[src/rtl/ssd1306_spi_master.sv]
// Byte-wide SPI mode-0 transmitter for an SSD1306 OLED controller.
// Drives CS/SCK/MOSI/DC for one byte per Start_i, with a CS-high gap before Done_o.
module ssd1306_spi_master #(
   parameter int CLOCK_HZ = 25_175_000,
   parameter int SPI_HZ   = 6_293_750
) (
   input  logic       Clock,
   input  logic       Reset,
   input  logic       Start_i,
   input  logic [7:0] Data_i,
   input  logic       DC_i,
   output logic       Busy_o,
   output logic       Done_o,
   output logic       CS_o,
   output logic       SCK_o,
   output logic       MOSI_o,
   output logic       DC_o
);

   localparam int HALF_RAW = CLOCK_HZ / (2 * SPI_HZ);
   localparam int HALF     = (HALF_RAW < 1) ? 1 : HALF_RAW;
   localparam int TW       = (HALF > 1) ? $clog2(HALF) : 1;
   localparam logic [TW-1:0] TMAX = TW'(HALF - 1);

   typedef enum logic [2:0] {
      IDLE  = 3'd0,
      SETUP = 3'd1,
      SHIFT = 3'd2,
      HOLD  = 3'd3,
      GAP   = 3'd4
   } state_t;

   state_t          state_r, state_s;
   logic [TW-1:0]   timer_r, timer_s;
   logic [2:0]      bit_r, bit_s;
   logic [6:0]      shreg_r, shreg_s;
   logic            cs_r, cs_s;
   logic            sck_r, sck_s;
   logic            mosi_r, mosi_s;
   logic            dc_r, dc_s;
   logic            busy_r, busy_s;
   logic            done_r, done_s;
   logic            half_end_s;

   // State, counters and every output are registered here
   always_ff @(posedge Clock or posedge Reset) begin
      if (Reset) begin
         state_r <= IDLE;
         timer_r <= '0;
         bit_r   <= 3'd0;
         shreg_r <= 7'd0;
         cs_r    <= 1'b1;
         sck_r   <= 1'b0;
         mosi_r  <= 1'b0;
         dc_r    <= 1'b0;
         busy_r  <= 1'b0;
         done_r  <= 1'b0;
      end else begin
         state_r <= state_s;
         timer_r <= timer_s;
         bit_r   <= bit_s;
         shreg_r <= shreg_s;
         cs_r    <= cs_s;
         sck_r   <= sck_s;
         mosi_r  <= mosi_s;
         dc_r    <= dc_s;
         busy_r  <= busy_s;
         done_r  <= done_s;
      end
   end

   // Next-state and next-output decode; each phase lasts HALF clocks
   always_comb begin
      state_s    = state_r;
      timer_s    = timer_r;
      bit_s      = bit_r;
      shreg_s    = shreg_r;
      cs_s       = cs_r;
      sck_s      = sck_r;
      mosi_s     = mosi_r;
      dc_s       = dc_r;
      busy_s     = busy_r;
      done_s     = 1'b0;
      half_end_s = (timer_r == TMAX);

      case (state_r)
         IDLE: begin
            timer_s = '0;
            bit_s   = 3'd0;
            cs_s    = 1'b1;
            sck_s   = 1'b0;
            mosi_s  = 1'b0;
            busy_s  = 1'b0;
            if (Start_i) begin
               state_s = SETUP;
               shreg_s = Data_i[6:0];
               mosi_s  = Data_i[7];
               dc_s    = DC_i;
               cs_s    = 1'b0;
               busy_s  = 1'b1;
            end else begin
               state_s = IDLE;
            end
         end

         SETUP: begin
            if (half_end_s) begin
               timer_s = '0;
               sck_s   = 1'b1;
               state_s = SHIFT;
            end else begin
               timer_s = timer_r + TW'(1);
            end
         end

         SHIFT: begin
            if (half_end_s) begin
               timer_s = '0;
               if (sck_r) begin
                  // Falling edge: advance MOSI, or finish after the eighth bit
                  sck_s = 1'b0;
                  if (bit_r == 3'd7) begin
                     bit_s   = 3'd0;
                     mosi_s  = 1'b0;
                     state_s = HOLD;
                  end else begin
                     bit_s   = bit_r + 3'd1;
                     mosi_s  = shreg_r[6];
                     shreg_s = {shreg_r[5:0], 1'b0};
                  end
               end else begin
                  sck_s = 1'b1;
               end
            end else begin
               timer_s = timer_r + TW'(1);
            end
         end

         HOLD: begin
            if (half_end_s) begin
               timer_s = '0;
               cs_s    = 1'b1;
               state_s = GAP;
            end else begin
               timer_s = timer_r + TW'(1);
            end
         end

         GAP: begin
            if (half_end_s) begin
               timer_s = '0;
               done_s  = 1'b1;
               busy_s  = 1'b0;
               state_s = IDLE;
            end else begin
               timer_s = timer_r + TW'(1);
            end
         end

         default: begin
            state_s = IDLE;
            timer_s = '0;
            bit_s   = 3'd0;
            cs_s    = 1'b1;
            sck_s   = 1'b0;
            mosi_s  = 1'b0;
            busy_s  = 1'b0;
         end
      endcase
   end

   assign Busy_o = busy_r;
   assign Done_o = done_r;
   assign CS_o   = cs_r;
   assign SCK_o  = sck_r;
   assign MOSI_o = mosi_r;
   assign DC_o   = dc_r;

endmodule

[config.mk]
export PLATFORM = sky130hd
export DESIGN_NAME = ssd1306_spi_master
export DESIGN_NICKNAME = d
export VERILOG_FILES = /design/src/rtl/ssd1306_spi_master.sv
export SDC_FILE = /design/constraint.sdc
export NUM_CORES = 1
export LEC_CHECK = 0
export ABC_AREA = 0
export CORE_MARGIN = 2
export CORE_UTILIZATION = 50
export DETAILED_ROUTE_END_ITERATION = 8
export DONT_BUFFER_PORTS = 1
export PLACE_DENSITY = 0.61
export RECOVER_POWER = 100
export SKIP_CTS_REPAIR_TIMING = 1
export SLEW_MARGIN = 40
export SYNTH_ARGS = -nofsm -noshare
export SYNTH_HDL_FRONTEND = slang
export SYNTH_SLANG_ARGS = --single-unit
[constraint.sdc]
create_clock -name Clock -period 5.5 [get_ports Clock]
set_clock_uncertainty 0.2 [all_clocks]
set_input_delay 1.1 -clock Clock [delete_from_list [all_inputs] [get_ports Clock]]
set_output_delay 1.1 -clock Clock [all_outputs]
set_load 0.05 [all_outputs]
==> results.py <==
metrics = {
    "power": {
        "p_per_area_nw_per_um2": 597.5,
        "pwr-share-clk": 0.108,
        "max-vdd-ir-drop_mv": 0.2816,
        "p_switching_w": 0.0002766,
        "p_sw_frac": 0.4312,
        "leakage_nw": 0.4728,
        "pwr-share-comb": 0.352,
        "seqPwrFrac": 0.540,
        "power.internal_w": 0.0003648,
    },
    "clocking": {
        "clk_latency_ps": 290,
        "clock_path_buffers": 2,
        "cts_made_buffers": 3,
        "h-tree-depth": 1,
        "clk_pin_slew_ps": 100,
        "clock-sinks": 20,
        "cts_root_buf": "clkbuf_4",
        "cts_tree": "done",
    },
    "timing": {
        "hold_viol": 0,
        "slew-limit-headroom": -0.4688,
        "fin_ws_ps": 1956,
        "post-route-period-util": 0.6444,
        "slew_viol_final": 8,
        "layout_min_cycle_time_ps": 3544,
        "tns_ps": 0,
        "finalSetupViolations": 0,
        "rsz0062_at_grt": "false",
        "worst_pin_slew_ps": 2148,
        "fmax_mhz": 282.2,
    },
    "die": {
        "num_io_pins": 18,
        "start_util": 0.5316,
        "fp-row-count": 16,
        "dieArea_um2": 2490,
        "fp.dieH_um": 49.90,
        "die_w_um": 49.90,
        "core_area_um2": 1982,
    },
    "route": {
        "dr.pass1.iters": 3,
        "wl_per_cell_um": 14.99,
        "drt-total-wl_um": 1739,
        "vias": 657,
        "via_per_inst": 5.664,
        "postRouteAntennaNets": 0,
        "dr.first_iter.drc_count": 4,
        "route.detailed.drc": 0,
    },
    "hold_path": {
        "hold_start": "shreg_r[4]",
        "hp-class": "flop to flop",
        "min_path_cells": 1,
        "hold_end": "shreg_r[4]",
    },
    "critical_path": {
        "r2r-start": "bit_r[0]",
        "max_stage_delay_ps": 1750,
        "crit_chain": "ha_1 > ha_1 > nand3b_2 > a2111oi_0 > mux2_2",
        "startpoint_type": "flop",
        "crit_slowest_cell": "a2111oi_0",
        "cp_data_arrival_time_ps": 3530,
        "path_class": "flop to flop",
        "worstPathRequired_ps": 5490,
        "critPathMostFrequentCell": "ha_1",
        "ff2ff_path_depth": 5,
        "cp-end-kind": "flop",
        "timing.rr.end": "shreg_r[0]",
        "cp_max_fo": 7,
        "cp-startpoint": "bit_r[0]",
        "rrSetupSlack_ps": 1960,
    },
    "place": {
        "gp_congestion": 0.7975,
        "pre_cts_slack_ps": 3098,
        "io_buffers": 0,
        "hpwl_um": 1206,
    },
    "cells_and_area": {
        "fillers": 175,
        "mostFrequentLayoutCell": "dfrtp_1",
        "final_cell_mix": "dfrtp_1 (19), mux2_2 (11), inv_1 (6), mux2_1 (6), nor2_1 (5)",
        "antenna-diode-count": 0,
        "drive_gt1_frac": 0.1798,
        "area_delta_synth_final_pct": 1.900,
        "fin_nets": 104,
    },
    "synthesis": {
        "ys_seq_area_frac": 0.4762,
        "ys_types": 33,
        "ys_ff_latch": 20,
        "synth_area_per_cell_um2": 11.58,
        "syn_area_um2": 1054,
        "ys_warn_count": 0,
        "syn_nets": 105,
        "synthCells": 91,
    },
    "global_route": {
        "grt_pass1_wl_um": 3001,
        "grt_pass1_vias": 650,
        "overflow": 0,
        "track_usage": 0.1624,
        "antenna_found_initial": 0,
        "grt_max_degree": 21,
    },
    "run_status": {
        "outcome": "finished, violations left",
        "violations": "max-capacitance violations, max-slew violations",
    },
    "run": {
        "drv_cap": 1,
    },
}
-- worst max-delay path by stage --
stage	slack, ps	cells after the start	end
2_1_floorplan	3270	5	shreg_r[0]
3_3_place_gp	2890	3	shreg_r[6]
3_5_place_dp	3100	5	shreg_r[5]
4_1_cts	3090	5	shreg_r[5]
5_1_grt	1560	5	shreg_r[0]
6_report	1960	5	shreg_r[0]
-- worst max-delay path: cells and delay by family, from the launching register on --
| family | cells | cell delay (ps) |
|---|---|---|
| flops | 1 | 410 |
| mux | 1 | 450 |
| simple gates | 1 | 210 |
| fa+ha+maj | 2 | 420 |
| compound gates | 1 | 1750 |
-- cell type report --
cell class              count  area, µm²  area share
flip-flops and latches     20      501.7      0.4674
multi-input cells          59      489.2      0.4557
well taps                  27      33.78     0.03147
clock buffers               4      26.28     0.02448
inverters                   6      22.52     0.02098
-- power by group through the flow --
stage / Clock (W) / Sequential [W] / Combinational [W]
floorplan: 0 / 0.000303 / 0.000257
global placement: 0 / 0.000352 / 0.000238
detailed placement: 0 / 0.000356 / 0.000247
CTS: 0.0000728 / 0.000353 / 0.000247
global route: 0.0000789 / 0.000360 / 0.000256
finish: 0.0000696 / 0.000346 / 0.000226
-- layer usage --
layer	track usage	part of all wire	wire, µm
met4	0.05556	0.0092	16
met3	0.03636	0.024	42
met5	0	0	0
met1	0.2257	0.49	855
met2	0.2489	0.47	825
-- state kept, by name, summed over array words and instances (netlist names) --
signal      cells
half_end_s      1
bit_r           3
MOSI_o          1
CS_o            1
SCK_o           1
DC_o            1
state_r         3
Busy_o          1
shreg_r         7
Done_o          1
-- synthesized netlist by cell type --
library cell | instances | area [µm²]
a2111oi_4 | 1 | 27.53
o31a_1 | 1 | 8.760
dfrtp_1 | 19 | 475.5
nor2b_1 | 2 | 12.51
mux2_2 | 17 | 191.4
xnor2_1 | 1 | 8.760
a31oi_1 | 1 | 6.260
and3_1 | 2 | 12.51
dfstp_2 | 1 | 26.28
a21oi_1 | 1 | 5.000
o31ai_1 | 2 | 15.01
and3b_1 | 1 | 8.760
nor2_1 | 5 | 18.77
o21ai_0 | 3 | 15.01
a221oi_1 | 1 | 8.760
nand3b_2 | 1 | 11.26
nor4b_1 | 1 | 8.760
inv_1 | 6 | 22.52
a32o_1 | 1 | 10.01
o32ai_1 | 1 | 8.760
nand2b_1 | 1 | 6.260
xor2_1 | 1 | 8.760
ha_1 | 2 | 25.02
nand3_1 | 1 | 5.000
nand4_1 | 1 | 6.260
nor3b_1 | 2 | 15.01
mux2i_1 | 2 | 20.02
clkbuf_1 | 3 | 11.26
nand2_1 | 4 | 15.01
o41ai_1 | 1 | 8.760
buf_2 | 3 | 15.01
nand3b_1 | 1 | 7.510
a21boi_0 | 1 | 7.510
-- cell families after synthesis --
kind of cell             synth area share
AO/OA/AOI/OAI                      0.1152
XOR/XNOR                          0.01663
adder cells (fa/ha/maj)           0.02375
buffers and inverters             0.04631
flip-flops                         0.4763
multiplexers                       0.2007
AND/OR/NAND/NOR                    0.1211
-- per-stage QoR --
stage          instance area [µm²]  power (W)  cells    util  hold slack, ps
5_1_grt                       1074  0.0006949    116  0.5417           323.4
3_3_place_gp                  1061  0.0005904    112  0.5354           288.2
2_1_floorplan                 1054  0.0005601     91       -           275.0
6_report                      1074  0.0006415    116  0.5417           298.0
4_1_cts                       1092  0.0006731    116  0.5511           322.4
3_5_place_dp                  1066  0.0006031    112  0.5379           296.6
No activity file was read; power rests on OpenSTA's default activity.
